--- src/rtl/regfile_wb_arbiter_pkg.sv ---
// rtl/regfile_wb_arbiter_pkg.sv - shared constants and types for the writeback arbiter
package regfile_pkg;

  localparam int N_REG  = 32;
  localparam int ADDR_W = 5;
  localparam int DATA_W = 64;
  localparam logic [ADDR_W-1:0] ZERO_REG = 5'd31;

  typedef struct packed {
    logic [ADDR_W-1:0] addr;
    logic [DATA_W-1:0] data;
  } wb_req_t;

  typedef enum logic {
    REQ_A = 1'b0,
    REQ_B = 1'b1
  } req_id_e;

endpackage

--- src/rtl/regfile_wb_arbiter_if.sv ---
// rtl/regfile_wb_arbiter_if.sv - writeback requesters, issue marking and register file write port
interface regfile_wb_arbiter_if;
  import regfile_pkg::*;

  logic              a_valid;
  logic              a_ready;
  logic [ADDR_W-1:0] a_addr;
  logic [DATA_W-1:0] a_data;
  logic              b_valid;
  logic              b_ready;
  logic [ADDR_W-1:0] b_addr;
  logic [DATA_W-1:0] b_data;
  logic              iss_valid;
  logic [ADDR_W-1:0] iss_addr;
  logic              we3;
  logic [ADDR_W-1:0] wa3;
  logic [DATA_W-1:0] wd3;
  logic [N_REG-1:0]  pending;

  modport master (
    output a_valid, a_addr, a_data, b_valid, b_addr, b_data, iss_valid, iss_addr,
    input  a_ready, b_ready, we3, wa3, wd3, pending
  );

  modport slave (
    input  a_valid, a_addr, a_data, b_valid, b_addr, b_data, iss_valid, iss_addr,
    output a_ready, b_ready, we3, wa3, wd3, pending
  );

endinterface

--- src/rtl/regfile_wb_arbiter_arb2.sv ---
// rtl/regfile_wb_arbiter_arb2.sv - 2-way one-hot grant; WB_ARB_RR_EN selects round-robin ties,
// otherwise fixed priority with B (load) winning ties and A starvable under continuous B traffic.
module wb_arb2
  import regfile_pkg::*;
(
  input  logic       clk,
  input  logic       reset,
  input  logic [1:0] i_valid,
  output logic [1:0] o_grant
);

  logic    w_tie;
  req_id_e w_tie_winner;

  assign w_tie = i_valid[0] & i_valid[1];

`ifdef WB_ARB_RR_EN
  req_id_e r_prio;

  // Pointer names the next tie winner and only moves when a tie is resolved.
  always_ff @(posedge clk) begin
    if (reset) begin
      r_prio <= REQ_A;
    end else if (w_tie) begin
      r_prio <= (r_prio == REQ_A) ? REQ_B : REQ_A;
    end
  end

  assign w_tie_winner = r_prio;
`else
  logic w_unused_clk;

  assign w_unused_clk = clk;
  assign w_tie_winner = REQ_B;
`endif

  always_comb begin
    o_grant = 2'b00;
    if (!reset) begin
      if (w_tie) begin
        o_grant = (w_tie_winner == REQ_B) ? 2'b10 : 2'b01;
      end else begin
        o_grant = i_valid;
      end
    end
  end

endmodule

--- src/rtl/regfile_wb_arbiter.sv ---
// rtl/regfile_wb_arbiter.sv - shares the register file write port between A and B and tracks
// pending producers; tie policy set by WB_ARB_RR_EN (see wb_arb2).
module regfile_wb_arbiter
  import regfile_pkg::*;
(
  input  logic                 clk,
  input  logic                 reset,
  regfile_wb_arbiter_if.slave  bus
);

  logic [1:0]        w_grant;
  wb_req_t           w_req;
  logic              w_accept;
  logic              w_write;
  logic [N_REG-1:0]  w_pending_nxt;

  logic              r_we3;
  logic [ADDR_W-1:0] r_wa3;
  logic [DATA_W-1:0] r_wd3;
  logic [N_REG-1:0]  r_pending;

  wb_arb2 u_arb (
    .clk     (clk),
    .reset   (reset),
    .i_valid ({bus.b_valid, bus.a_valid}),
    .o_grant (w_grant)
  );

  assign bus.a_ready = w_grant[0];
  assign bus.b_ready = w_grant[1];

  always_comb begin
    w_req = '{addr: bus.a_addr, data: bus.a_data};
    if (w_grant[1]) begin
      w_req = '{addr: bus.b_addr, data: bus.b_data};
    end
  end

  assign w_accept = |w_grant;
  // Writes to the zero register are handshaken normally but never reach the port.
  assign w_write  = w_accept && (w_req.addr != ZERO_REG);

  // Issue is applied after the commit clear so a new producer supersedes the retiring one.
  always_comb begin
    w_pending_nxt = r_pending;
    if (r_we3) begin
      w_pending_nxt[r_wa3] = 1'b0;
    end
    if (bus.iss_valid) begin
      w_pending_nxt[bus.iss_addr] = 1'b1;
    end
    w_pending_nxt[ZERO_REG] = 1'b0;
  end

  always_ff @(posedge clk) begin
    if (reset) begin
      r_we3     <= 1'b0;
      r_wa3     <= '0;
      r_wd3     <= '0;
      r_pending <= '0;
    end else begin
      r_we3     <= w_write;
      r_pending <= w_pending_nxt;
      if (w_write) begin
        r_wa3 <= w_req.addr;
        r_wd3 <= w_req.data;
      end
    end
  end

  assign bus.we3     = r_we3;
  assign bus.wa3     = r_wa3;
  assign bus.wd3     = r_wd3;
  assign bus.pending = r_pending;

endmodule

--- src/flat_wrapper.sv ---
// flat-port wrapper written by rule: the top's interface ports become plain ports
module regfile_wb_arbiter_flat import regfile_pkg::*;
  (clk, reset, bus_a_valid, bus_a_addr, bus_a_data, bus_b_valid, bus_b_addr, bus_b_data, bus_iss_valid, bus_iss_addr, bus_a_ready, bus_b_ready, bus_we3, bus_wa3, bus_wd3, bus_pending);
  regfile_wb_arbiter_if bus_i ();
  input  logic clk;
  input  logic reset;
  input wire logic [$bits(bus_i.a_valid)-1:0] bus_a_valid;
  input wire logic [$bits(bus_i.a_addr)-1:0] bus_a_addr;
  input wire logic [$bits(bus_i.a_data)-1:0] bus_a_data;
  input wire logic [$bits(bus_i.b_valid)-1:0] bus_b_valid;
  input wire logic [$bits(bus_i.b_addr)-1:0] bus_b_addr;
  input wire logic [$bits(bus_i.b_data)-1:0] bus_b_data;
  input wire logic [$bits(bus_i.iss_valid)-1:0] bus_iss_valid;
  input wire logic [$bits(bus_i.iss_addr)-1:0] bus_iss_addr;
  output wire logic [$bits(bus_i.a_ready)-1:0] bus_a_ready;
  output wire logic [$bits(bus_i.b_ready)-1:0] bus_b_ready;
  output wire logic [$bits(bus_i.we3)-1:0] bus_we3;
  output wire logic [$bits(bus_i.wa3)-1:0] bus_wa3;
  output wire logic [$bits(bus_i.wd3)-1:0] bus_wd3;
  output wire logic [$bits(bus_i.pending)-1:0] bus_pending;
  assign bus_i.a_valid = bus_a_valid;
  assign bus_i.a_addr = bus_a_addr;
  assign bus_i.a_data = bus_a_data;
  assign bus_i.b_valid = bus_b_valid;
  assign bus_i.b_addr = bus_b_addr;
  assign bus_i.b_data = bus_b_data;
  assign bus_i.iss_valid = bus_iss_valid;
  assign bus_i.iss_addr = bus_iss_addr;
  assign bus_a_ready = bus_i.a_ready;
  assign bus_b_ready = bus_i.b_ready;
  assign bus_we3 = bus_i.we3;
  assign bus_wa3 = bus_i.wa3;
  assign bus_wd3 = bus_i.wd3;
  assign bus_pending = bus_i.pending;
  regfile_wb_arbiter u_core (.clk(clk), .reset(reset), .bus(bus_i));
endmodule
--- config.mk ---
export PLATFORM = sky130hd
export DESIGN_NAME = regfile_wb_arbiter_flat
export DESIGN_NICKNAME = d
export VERILOG_FILES = /design/src/rtl/regfile_wb_arbiter_pkg.sv /design/src/rtl/regfile_wb_arbiter_if.sv /design/src/rtl/regfile_wb_arbiter_arb2.sv /design/src/rtl/regfile_wb_arbiter.sv /design/src/flat_wrapper.sv
export SDC_FILE = /design/constraint.sdc
export NUM_CORES = 1
export LEC_CHECK = 0
export CAP_MARGIN = 30
export CORE_MARGIN = 2
export CORE_UTILIZATION = 36
export DETAILED_ROUTE_END_ITERATION = 10
export PLACE_DENSITY = 0.72
export SLEW_MARGIN = 20
export SYNTH_ARGS = -nofsm -noshare
export SYNTH_HDL_FRONTEND = slang
export SYNTH_SLANG_ARGS = --single-unit
--- constraint.sdc ---
create_clock -name clk -period 2.1 [get_ports clk]
set_clock_uncertainty 0.1 [all_clocks]
set_input_delay 0.525 -clock clk [delete_from_list [all_inputs] [get_ports clk]]
set_output_delay 0.525 -clock clk [all_outputs]
set_load 0.005 [all_outputs]
# Yosys cells after proc, flatten, opt, wreduce, memory -nomap -nowiden
# Cells that the tools add are included.
[totals] ff_bits=101 input_bits=148 output_inout_bits=104 wordCells=26
[classes] magnitude_cmp=4 eq_ne=1 muxes=9 bitwise_logic=4 n_reduce_logical=4
[ops] op="69-bit two-way mux" count=1
[ops] op="31-bit two-way mux" count=2
[ops] op="31-bit AND" count=1
[ops] op="31-bit NOT" count=1
[ops] op="31-bit bitwise OR" count=1
[ops] op="5-bit by 6-bit < comparator with 1-bit output, second input constant" count=2
[ops] op="1-bit demux with 5-bit select" count=2
[ops] op="5-bit by 1-bit greater-or-equal comparator with 1-bit output, second input constant" count=2
[ops] op="5-bit != test, second input constant" count=1
[ops] op="2-bit two-way mux" count=2
[ops] op="1-bit logical AND" count=3
[ops] op="1-bit two-way mux" count=2
[ops] op="2-bit OR reduction" count=1
[ops] op="1-bit AND" count=1

# Depth between registers and ports, before layout
# Gate-level depths: netlist (run 1).
[logic_depth] ltp_word=9 depth_mapped=6 mapped_depth_nobuf=4

# By module
# From an unflattened synthesis (run 1), not the netlist that was laid out.
[hier_totals] cells_unflattened=567 hier_area_um2=5471.5
[modules_own_cells] mod="regfile_wb_arbiter" n_inst=1 cells_per_inst=565 area_each_um2=5452.7 seq_area_each_um2=2021.9
[modules_own_cells] mod="wb_arb2" n_inst=1 cells_per_inst=2 area_each_um2=18.8 seq_area_each_um2=0.0

# Least setup slack after synthesis (run 1)
# No wires, ideal clock.
[synth_path] path_type="input-to-reg" from="input bus_b_valid" to="register u_core.r_wd3[0], in the netlist u_core.bus.wd3[0]" setup_time_ns=0.121 arrival_ns=1.647 required_ns=1.879 setup_slack_ns=0.231 path_stages=5 path_buffers=2 cell_sequence="buf_2 nor2b_1 a21boi_4 buf_8 mux2_4"
[synth_between] elab_chain_len=6 elab_cells_between_ends=7 classes_between="eq/ne: 1; mux: 3; bitwise: 1; reduce/logical: 2"
[synth_rtl] item="from (decl)" line="flat_wrapper.sv:10" rtl="input wire logic [$bits(bus_i.b_valid)-1:0] bus_b_valid;"
[synth_rtl] item="1-bit AND" line="regfile_wb_arbiter_arb2.sv:15" rtl="assign w_tie = i_valid[0] & i_valid[1];"
[synth_rtl] item="2-bit two-way mux (*)" line="regfile_wb_arbiter_arb2.sv:40" rtl="if (w_tie) begin"
[synth_rtl] item="2-bit two-way mux (*)" line="regfile_wb_arbiter_arb2.sv:39" rtl="if (!reset) begin"
[synth_rtl] item="named net bus_b_ready" line="flat_wrapper.sv:16" rtl="output wire logic [$bits(bus_i.b_ready)-1:0] bus_b_ready;"
[synth_rtl] item="69-bit two-way mux" line="regfile_wb_arbiter.sv:34" rtl="if (w_grant[1]) begin"
[synth_rtl] item="5-bit != test" line="regfile_wb_arbiter.sv:41" rtl="assign w_write = w_accept && (w_req.addr != ZERO_REG);"
[synth_rtl] item="1-bit logical AND" line="regfile_wb_arbiter.sv:41"
[synth_rtl] item="to (signal assigned)" line="regfile_wb_arbiter.sv:66" rtl="r_wd3 <= w_req.data;"
[synth_rtl] item="to (decl)" line="regfile_wb_arbiter.sv:19" rtl="logic [DATA_W-1:0] r_wd3;"
# The timed path passes the listed nets; every way through them passes the cells marked *.
# A chain may end at the register's enable or synchronous reset.

# Worst setup path after layout (run 1)
[layout_path] from="input bus_a_addr[4]" to="register u_core.r_wd3[46], in the netlist u_core.bus.wd3[46]"
[layout_between] elab_chain_len=3
[layout_rtl] item="from (decl)" line="flat_wrapper.sv:8" rtl="input wire logic [$bits(bus_i.a_addr)-1:0] bus_a_addr;"
[layout_rtl] item="69-bit two-way mux" line="regfile_wb_arbiter.sv:34"
[layout_rtl] item="5-bit != test" line="regfile_wb_arbiter.sv:41"
[layout_rtl] item="1-bit logical AND" line="regfile_wb_arbiter.sv:41"
# Every way passes these cells.

==> results.md, run 1 <==
* Status: finished, final reports clean
* Worst skew pair latency at 0.34 ns
* Detail Placement HPWL at 11500 um
* Drt initial violations at approximately 270
* Top Ports at 252
* Least-Margin Pin Slew at 0.787 ns
* Max clock buf depth at 2
* PwrDens at 588 nW/um^2
* TritonCTS buffer count at 9
* Die area at 15600 sq um
* Slew headroom at 47.6%
* Yosys top cell area share at 38.4%
* Top cells by area, synth: dfxtp_1, mux2_4, mux2i_1
* Finish-stage setup viols at 0
* Worst setup margin at 0.00702 ns
* Hold Crit Endpoint: u_core.bus.pending[3]
* Hold_buf cts at 0
* CP Capture Type: flop
* Yosys warning count at 0
* #FFs+latches synth at about 100
* Main combinational cell family by area after synthesis: multiplexers
* Starting density of the core at between 30% and 40%
* Die Span X at 125 um
* WHS Path Cells at 2
* Area leader, netlist: dfxtp_1
* Fin crit period at 2.09 ns
* Mean Syn Cell Area at 9.61 sq um
* Post-synth EDFFs at 0
* Post-Synth Simple-Gate Area at 17.9%
* Most common cell in the netlist: dfxtp_1
* Pre-CTS setup slack at -0.404 ns
* CTS tree: built
* CTS root buffer: clkbuf_16
* Tightest Hold Check Type: reg -> reg
* Distinct cells, synth at 26
* Reg2Reg Depth at 4
* Asr flop ratio synth at 0%
* Total GRT Usage at 19.2%
* Compound-gate portion of the synthesized area at roughly 8.0%
* Number of global-route vias before repair at 4844
* Final Hold Viols at 0
* Port Buf Inserts at 250
* Htree depth at 3
* Largest net degree at the start of global routing at 85
* Synth Area in XOR/XNOR at 0%
* Reg2reg end: u_core.bus.pending[5]
* Fin nets at 939
* LEAKAGE at 3.45 nW
* Antenna Nets Post-Route at 0
* Gpl congestion at between 0.8 and 0.9
* Most common flop cell mapped by yosys: dfxtp_1
* Area share of fa/ha/maj cells after synthesis at 0%
* # DRC at 0
* Register area share after synthesis at 38.4%
* Post-synthesis instance area at 5270 sq um
* Clock sinks at 101
* Max Transition Viols Final at 0
* Standard-cell rows at 44
* Crit share post-route at 99.7%
* Mux cell area share after synthesis at a little under a third
* Routed via count at 4715
* Clock transition at the registers of the reported paths at 0.07 ns
* First-pass GRT wire length at about 24000 um
* Crit Path Category: in -> reg
* # diodes at 0
* Crit path cell chain: clkdlybuf4s50_1, nand4_1, o21ai_1, a21boi_4, buf_12, clkbuf_16, mux2_4
* CP Max Fanout at 18
* Router iterations before antenna repair at 4
* Area grow syn2layout at 57.5%
* Worst R2R Setup Slack at 0.69 ns
* Peak Freq at 478 MHz
* Vias per cell at 4.81
* Util after Layout at 57.5%
* Largest stage delay on the critical path at 0.48 ns
* HP Start: u_core.bus.pending[3]
* Post-Syn Instances at about 550
* Layout cells sized above 1 at 12.9%
* Final WL at 15700 um
* Worst R2R Start: u_core.bus.wa3[1]
* Post-synth top cells: dfxtp_1, nor2_1, nor2b_1
* Std-Cell Core Area at roughly 14000 sq um
* Antenna violations before repair at 0
* Max-Cap Viols at 0
* Grt total ovfl at 0
* Maximum VDD drop at 359 uV
* Synthesized Nets at 696
* WL/cell at 16.0 um
* CP max-delay cell: clkdlybuf4s50_1
* Die Ht at 125 um
* WP data required at 2.23 ns
* Crit start category: primary input
* Worst path arrival time at between 2 and 2.5 ns
-- report_power, final --
part	leakage [nW]	internal, W	switching [W]	total [W]
logic	2.48	0.000728	0.000409	0.00114
registers	0.825	0.00202	0.0000591	0.00208
clock network	0.140	0.000930	0.000727	0.00166
total	3.45	0.00368	0.00119	0.00487
-- metal layers --
| metal | routed length [um] | global-route usage (%) |
|---|---|---|
| met3 | 1110 | 5.01 |
| met2 | 7770 | 33.8 |
| met4 | 233 | 5.95 |
| met5 | 0 | 0 |
| met1 | 6560 | 23.1 |
-- worst max-delay path by stage --
| stage | startpoint | slack, ns | to | cells after the start |
|---|---|---|---|---|
| 6_report | bus_a_addr[4] | 0.007 | u_core.bus.wd3[46] | 7 |
| 5_1_grt | bus_a_addr[4] | -0.009 | u_core.bus.wd3[43] | 7 |
| 4_1_cts | bus_b_addr[2] | -0.0005 | u_core.bus.wd3[35] | 6 |
| 3_5_place_dp | bus_b_addr[2] | -0.40 | u_core.bus.wd3[24] | 6 |
| 3_3_place_gp | bus_b_addr[1] | -0.38 | u_core.bus.wd3[0] | 6 |
| 2_1_floorplan | bus_b_valid | 0.23 | u_core.bus.wd3[0] | 5 |
-- state kept, by name, indices dropped and copies added, names as in the netlist --
register,count
u_core.bus.pending,31
u_core.bus.wa3,5
u_core.bus.wd3,64
u_core.bus.we3,1
-- metrics by stage --
stage | hold slack (ns) | area [sq um] | setup TNS (ns) | total power (W) | cells
after CTS | 0.379 | 8220 | -0.000481 | 0.00491 | 977
after global placement | 0.362 | 7920 | -23.05 | 0.00321 | 961
after global routing | 0.409 | 8300 | -0.0691 | 0.00509 | 980
final | 0.380 | 8300 | 0 | 0.00487 | 980
after floorplan | 0.370 | 5270 | 0 | 0.00263 | 548
after detailed placement | 0.370 | 7920 | -24.52 | 0.00323 | 961
-- kinds of logic after synthesis --
family                 after synthesis
muxes                              128
buffers and inverters               48
AOI/OAI and AO/OA                   79
and+or+nand+nor                    191
other                                1
DFF                                101
-- cell type report --
| type | instances | area [sq um] |
|---|---|---|
| clock inverters | 5 | 60.1 |
| repair buffers | 269 | 2730 |
| clock buffers | 11 | 233 |
| flip-flops and latches | 101 | 2020 |
| multi-input cells | 399 | 2980 |
| fillers | 1267 | 6130 |
| inverters | 11 | 41.3 |
| well taps | 184 | 230 |
-- critical path, delay by kind of cell --
kind | cells | cell delay [ns]
and+or+nand+nor | 1 | 0.10
muxes | 1 | 0.31
buffers and inverters | 3 | 0.86
AOI/OAI and AO/OA | 2 | 0.41
-- cells in the final DEF, fill, tap and decap left out, types with 3 or more instances in the layout --
| cell type | count |
|---|---|
| buf_4 | 15 |
| a211oi_1 | 5 |
| buf_12 | 3 |
| inv_1 | 11 |
| nand3_1 | 10 |
| dlygate4sd2_1 | 3 |
| clkdlybuf4s50_1 | 245 |
| nor2b_1 | 65 |
| nor2_1 | 67 |
| and3b_1 | 3 |
| nand2_1 | 35 |
| nor3b_1 | 4 |
| mux2_4 | 64 |
| a21oi_1 | 41 |
| clkbuf_16 | 11 |
| mux2i_1 | 64 |
| o21ai_0 | 31 |
| dfxtp_1 | 101 |
-- what timing repair did --
item | CTS | global route
endpoints found under the hold margin | 0 | 0
setup endpoints to repair | 37 | 36
cloned | 0 | 2
buffers inserted | 0 | 1
gates resized for setup | 5 | 1
No activity file was read; power rests on OpenSTA's default activity.
==> run 2: changes to the inputs <==
--- a/config.mk
+++ b/config.mk
@@ -5,6 +5,7 @@
 export SDC_FILE = /design/constraint.sdc
 export NUM_CORES = 1
 export LEC_CHECK = 0
+export ABC_CLOCK_PERIOD_IN_PS = 2100
 export CAP_MARGIN = 30
 export CORE_MARGIN = 2
 export CORE_UTILIZATION = 36
==> constraint.sdc (replaced) <==
create_clock -name clk -period 2.1 [get_ports clk]
set_clock_uncertainty 0.1 [all_clocks]
set_input_delay 0.525 -clock clk [delete_from_list [all_inputs] [get_ports clk]]
set_output_delay 0.525 -clock clk [all_outputs]
set_load 0.01 [all_outputs]
==> results.md, run 2 (synthesis results as in run 1) <==
* Max-Cap Viols at 0 (unchanged)
* Crit. Startpoint: bus_b_valid
* Net Sw Frac at 23.9% (-0.57 points)
* Vias per cell at 4.83 (+0.44%)
* Total GRT Usage at 19.3% (+0.022 points)
* Routed via count at 4760 (+0.95%)
* Final WL at 15700 um (about the same)
* Crit start category: primary input
* Die Span X at 125 um (unchanged)
* Max Transition Viols Final at 0 (unchanged)
* Crit Path Category: in -> out
* CTS tree: built
* Maximum VDD drop at 355 uV (-1.2%)
* Port Buf Inserts at 250 (unchanged)
* Gpl congestion at 0.836 (+1.4%)
* Htree depth at 3 (unchanged)
* # DRC at 0 (unchanged)
* WL/cell at 15.9 um (-0.42%)
* Layout cells sized above 1 at 14.0% (+1.0 points)
* Clock power frac at 35.8% (+1.8 points)
* Standard-cell rows at 44 (unchanged)
* WP data required at 1.47 ns (-0.76 ns)
* Grt total ovfl at 0 (unchanged)
* Commonest non-fill, non-tap cells in the layout: clkdlybuf4s50_1, dfxtp_1, nor2_1
* CP max-delay cell: clkdlybuf4s50_1
* DP Area at 7920 sq um (unchanged)
* Crit path cell chain: buf_4, nor2b_2, clkdlybuf4s50_1
* Die Ht at 125 um (unchanged)
* Final instance area at 8430 sq um (+1.7%)
* Top Ports at 252 (unchanged)
* Buf+Inv Stages, Crit Path at 2 (-1)
* NetSw at 0.00122 W (+2.5%)
* First-pass GRT wire length at 24200 um (+0.12%)
* Combinational Power Share at 23.6% (+0.3 points)
* Max clock buf depth at 2 (unchanged)
* CTS root buffer: clkbuf_16
* Slew headroom at 46.7% (-0.88 points)
* Sequential power share at 40.7% (-2.0 points)
* Fin nets at 944 (+0.53%)
* HP Start: u_core.bus.pending[13]
* Worst R2R Start: u_core.bus.wa3[0]
* Router iterations before antenna repair at 5 (+1)
* # diodes at 0 (unchanged)
* Die area at 15600 sq um (unchanged)
* Antenna Nets Post-Route at 0 (unchanged)
* CP Capture Type: primary output
* RSZ-0062 raised after global routing: no
* Critical path's top delay family: buffers and inverters
* P_int at 0.00389 W (+5.8%)
* Worst skew pair latency at 0.34 ns (about the same)
* Dpl cells at 961 (unchanged)
* Crit share post-route at 96.4% (-3.3 points)
* CP Max Fanout at 4 (-14)
* Worst hold margin at 0.378 ns (-0.00234 ns)
* Antenna violations before repair at 0 (unchanged)
* Number of global-route vias before repair at 4770 (-1.5%)
* LEAKAGE at 3.54 nW (+2.8%)
* Tightest Hold Check Type: reg -> reg
* Clock transition at the registers of the reported paths at 0.07 ns (about the same)
* Status: finished, final reports clean
* Final std cells w/o fill at 985 (+0.51%)
* Commonest non-fill, non-tap cell in the layout: clkdlybuf4s50_1
* Final Hold Viols at 0 (unchanged)
* TritonCTS buffer count at 9 (unchanged)
* Area grow syn2layout at 60.1%
* Detail Placement HPWL at 11600 um (+0.33%)
* Least-Margin Pin Slew at 0.800 ns (+0.0132 ns)
* Finish-stage setup viols at 0 (unchanged)
* Std-Cell Core Area at 14400 sq um (unchanged)
* Number of flip-flops in the largest register at 64 (unchanged)
* Largest stage delay on the critical path at 0.55 ns (+0.07 ns)
* Drt initial violations at 262 (-1.5%)
* Clock sinks at 101 (unchanged)
* Fin crit period at 2.02 ns (-0.0695 ns)
* Peak Freq at 494 MHz (+3.4%)
* PwrDens at 607 nW/um^2 (+3.2%)
* Starting density of the core at 36.5% (unchanged)
* Worst path arrival time at 1.40 ns (-0.82 ns)
* Largest net degree at the start of global routing at 85 (unchanged)
* Hold_buf cts at 0 (unchanged)
## run 2: changes by cell type in the layout (fill, tap and decap cells not counted), moves of 2 or more
| cell | delta |
|---|---|
| clkdlybuf4s50_1 | -7 |
| buf_4 | +2 |
| bufbuf_16 | +2 |
| dlygate4sd2_1 | +6 |
| clkbuf_16 | -2 |
| clkbuf_8 | +2 |
| buf_12 | +2 |
## run 2: worst paths after layout
kind | endpoint | slack, ns | cells past startpoint
max | bus_b_ready | 0.08 | 3
min | u_core.bus.pending[13] | 0.38 | 2
max reg2reg | u_core.bus.pending[6] | 0.70 | 4
min reg2reg | u_core.bus.pending[13] | 0.38 | 2
## run 2: worst register-to-register path: stages (launching register included)
cell,delay [ns]
dfxtp_1,0.34
inv_1,0.10
nand3_1,0.30
o21ai_0,0.31
a21oi_1,0.11
## run 2: layer usage
metal	GRT usage [%]	part of all wire, %
met5	0	0
met4	7.19	2.5
met3	4.66	7.9
met2	33.4	49
met1	23.3	41
## run 2: power groups by stage
stage	registers, W	logic [W]	clock network, W
2_1_floorplan	0.00216	0.000511	0
3_3_place_gp	0.00212	0.00113	0
3_5_place_dp	0.00212	0.00116	0
4_1_cts	0.00208	0.00122	0.00187
5_1_grt	0.00209	0.00128	0.00195
6_report	0.00208	0.00120	0.00183
## run 2: cell type report
class	count	area, sq um
Clock buffer	12	256
Clock inverter	4	77.6
Fill cell	1275	5990
Inverter	11	41.3
Multi-Input combinational cell	399	3000
Sequential cell	101	2020
Tap cell	184	230
Timing Repair Buffer	274	2810
## run 2: stage by stage
stage          total power [W]  utilization [%]  setup slack [ns]  TNS, ns
2_1_floorplan          0.00267                -             0.203        0
3_3_place_gp           0.00326             54.9            -0.372   -23.00
3_5_place_dp           0.00328             54.9            -0.417   -25.48
4_1_cts                0.00516             58.4            0.0312        0
5_1_grt                0.00533             58.5            0.0422        0
6_report               0.00512             58.5            0.0765        0
## run 2: timing repair
action / CTS / global route
pin swaps: 3 / 1
endpoints found under the setup margin: 57 / 2
gates resized for setup: 16 / 3
buffers inserted: 5 / 0
cloned: 3 / 0
==> run 3: changes to the inputs <==
--- a/config.mk
+++ b/config.mk
@@ -10,7 +10,7 @@
 export CORE_MARGIN = 2
 export CORE_UTILIZATION = 36
 export DETAILED_ROUTE_END_ITERATION = 10
-export PLACE_DENSITY = 0.72
+export PLACE_DENSITY_LB_ADDON = 0.05
 export SLEW_MARGIN = 20
 export SYNTH_ARGS = -nofsm -noshare
 export SYNTH_HDL_FRONTEND = slang
==> results.md, run 3 (synthesis results as in run 1) <==
* Commonest non-fill, non-tap cells in the layout: clkdlybuf4s50_1, dfxtp_1, nor2_1
* Finish-stage setup viols at 0 (unchanged)
* Reg2Reg Depth at 4 (unchanged)
* Worst skew pair latency at 0.34 ns (about the same)
* CP Capture Type: primary output
* Crit share post-route at 97.3% (+0.92 points)
* RSZ-0062 raised after global routing: no
* # diodes at 0 (unchanged)
* Maximum VDD drop at 460 uV (+30%)
* Gpl congestion at 0.836 (about the same)
* TritonCTS buffer count at 9 (unchanged)
* Least-Margin Pin Slew at 0.700 ns (-0.100 ns)
* Final WL at 14900 um (-5.3%)
* Max-Cap Viols at 0 (unchanged)
* Fin nets at 944 (unchanged)
* Pre-CTS setup slack at -0.321 ns (+0.0965 ns)
* Max clock buf depth at 2 (unchanged)
* Largest net degree at the start of global routing at 165 (+94%)
* LEAKAGE at 3.48 nW (-1.9%)
* WHS Path Cells at 2 (unchanged)
* Worst hold margin at 0.377 ns (-0.000531 ns)
* Worst setup margin at 0.0573 ns (-0.0193 ns)
* Peak Freq at 490 MHz (-0.94%)
* Number of flip-flops in the largest register at 64 (unchanged)
* WP depth at 3 (unchanged)
* Std-Cell Core Area at 14400 sq um (unchanged)
* DP Area at 8030 sq um (+1.4%)
* Die area at 15600 sq um (unchanged)
* Antenna Nets Post-Route at 0 (unchanged)
* Combinational Power Share at 23.3% (-0.3 points)
* Layout cells sized above 1 at 13.7% (-0.25 points)
* First-pass GRT wire length at 23600 um (-2.3%)
* Reg2reg end: u_core.bus.pending[22]
* P_int at 0.00381 W (-2.2%)
* Slew headroom at 53.4% (+6.7 points)
* Clock transition at the registers of the reported paths at 0.08 ns (about the same)
* Crit path cell chain: clkdlybuf4s50_1, nor3b_4, buf_2
* Final instance area at 8360 sq um (-0.91%)
* Vias per cell at 4.76 (-1.5%)
* Area grow syn2layout at 58.7%
* Top Ports at 252 (unchanged)
* NetSw at 0.00126 W (+2.6%)
* Die Ht at 125 um (unchanged)
* Clock power frac at 35.7% (about the same)
* CTS root buffer: clkbuf_16
* Fin crit period at 2.04 ns (+0.0193 ns)
* CP max-delay cell: clkdlybuf4s50_1
* Buf+Inv Stages, Crit Path at 2 (unchanged)
* WP data required at 1.47 ns (about the same)
* # DRC at 0 (unchanged)
* Number of global-route vias before repair at 4784 (+0.29%)
* Sequential power share at 41.0% (+0.3 points)
* Worst path arrival time at 1.42 ns (+0.02 ns)
* Status: finished, final reports clean
* Worst R2R Setup Slack at 0.71 ns (about the same)
* Max Transition Viols Final at 0 (unchanged)
* Clock sinks at 101 (unchanged)
* Largest stage delay on the critical path at 0.50 ns (-0.05 ns)
* Tightest Hold Check Type: reg -> reg
* Worst R2R Start: u_core.bus.wa3[0]
* Crit Path Category: in -> out
* Total GRT Usage at 18.5% (-0.73 points)
* CTS tree: built
* Die Span X at 125 um (unchanged)
* Detail Placement HPWL at 11100 um (-3.6%)
* Fillers at 1303 (+2.2%)
* Standard-cell rows at 44 (unchanged)
* Final Hold Viols at 0 (unchanged)
* Grt total ovfl at 0 (unchanged)
* HP Start: u_core.bus.pending[13]
* Crit start category: primary input
* Hold Crit Endpoint: u_core.bus.pending[13]
* Port Buf Inserts at 250 (unchanged)
* Net Sw Frac at 24.8% (+0.89 points)
* Starting density of the core at 36.5% (unchanged)
* Htree depth at 3 (unchanged)
* Router iterations before antenna repair at 4 (-1)
* WL/cell at 15.1 um (-5.3%)
* Commonest non-fill, non-tap cell in the layout: clkdlybuf4s50_1
* Hold_buf cts at 0 (unchanged)
* CP Max Fanout at 2 (-2)
* Critical path's top delay family: buffers and inverters
* Drt initial violations at 217 (-17%)
* Antenna violations before repair at 0 (unchanged)
* PwrDens at 606 nW/um^2 (-0.13%)
* Routed via count at 4690 (-1.5%)
-- run 3: repair_timing --
item	4_1_cts	5_1_grt
setup endpoints to repair	1	7
setup buffers	0	0
gates resized for setup	3	3
-- run 3: layer usage --
metal / wire, um / vias to the layer above / share of wire, % / GRT usage, %
met5: 0 / - / 0 / 0
met3: 1020 / 13 / 6.9 / 5.18
met4: 206 / 0 / 1.4 / 6.27
met2: 7340 / 166 / 49 / 32.8
met1: 6280 / 2161 / 42 / 21.6
li1: - / 2350 / - / -
-- run 3: how the worst max path moves through the flow --
stage	endpoint	from	slack (ns)
after floorplan	u_core.bus.wd3[0]	bus_b_valid	0.20
after detailed placement	bus_a_ready	bus_a_valid	-0.32
after CTS	bus_a_ready	bus_a_valid	0.003
after global placement	u_core.bus.wd3[57]	bus_b_addr[0]	-0.26
final	bus_a_ready	bus_a_valid	0.06
after global routing	bus_a_ready	bus_a_valid	0.02
-- run 3: area by class of cell --
cell class / count / area, sq um / share of cell area [%]
Clock buffer: 9 / 225 / 2.70
Timing Repair Buffer: 274 / 2760 / 33.0
Tap cell: 184 / 230 / 2.75
Inverter: 11 / 41.3 / 0.494
Sequential cell: 101 / 2020 / 24.2
Multi-Input combinational cell: 399 / 2980 / 35.7
Clock inverter: 7 / 97.6 / 1.17
-- run 3: power by group through the flow --
stage                     sequential [W]  combinational (W)  clock [W]
final                            0.00208            0.00118    0.00181
after global routing             0.00209            0.00126    0.00192
after CTS                        0.00208            0.00119    0.00185
after detailed placement         0.00212            0.00119          0
after global placement           0.00212            0.00117          0
after floorplan                  0.00216           0.000511          0
-- run 3: worst min-delay path, stage by stage (launching register included) --
cell and delay, ns:
dfxtp_1 0.31, o21ai_0 0.06, a21oi_1 0.06
-- run 3: through the flow --
stage               cells  total power [W]  TNS, ns  util (%)
finish                985          0.00506        0      57.9
global route          985          0.00527        0      57.9
CTS                   985          0.00512        0      57.9
detailed placement    969          0.00331   -20.35      55.7
global placement      969          0.00329   -16.02      55.7
floorplan             548          0.00267        0         -
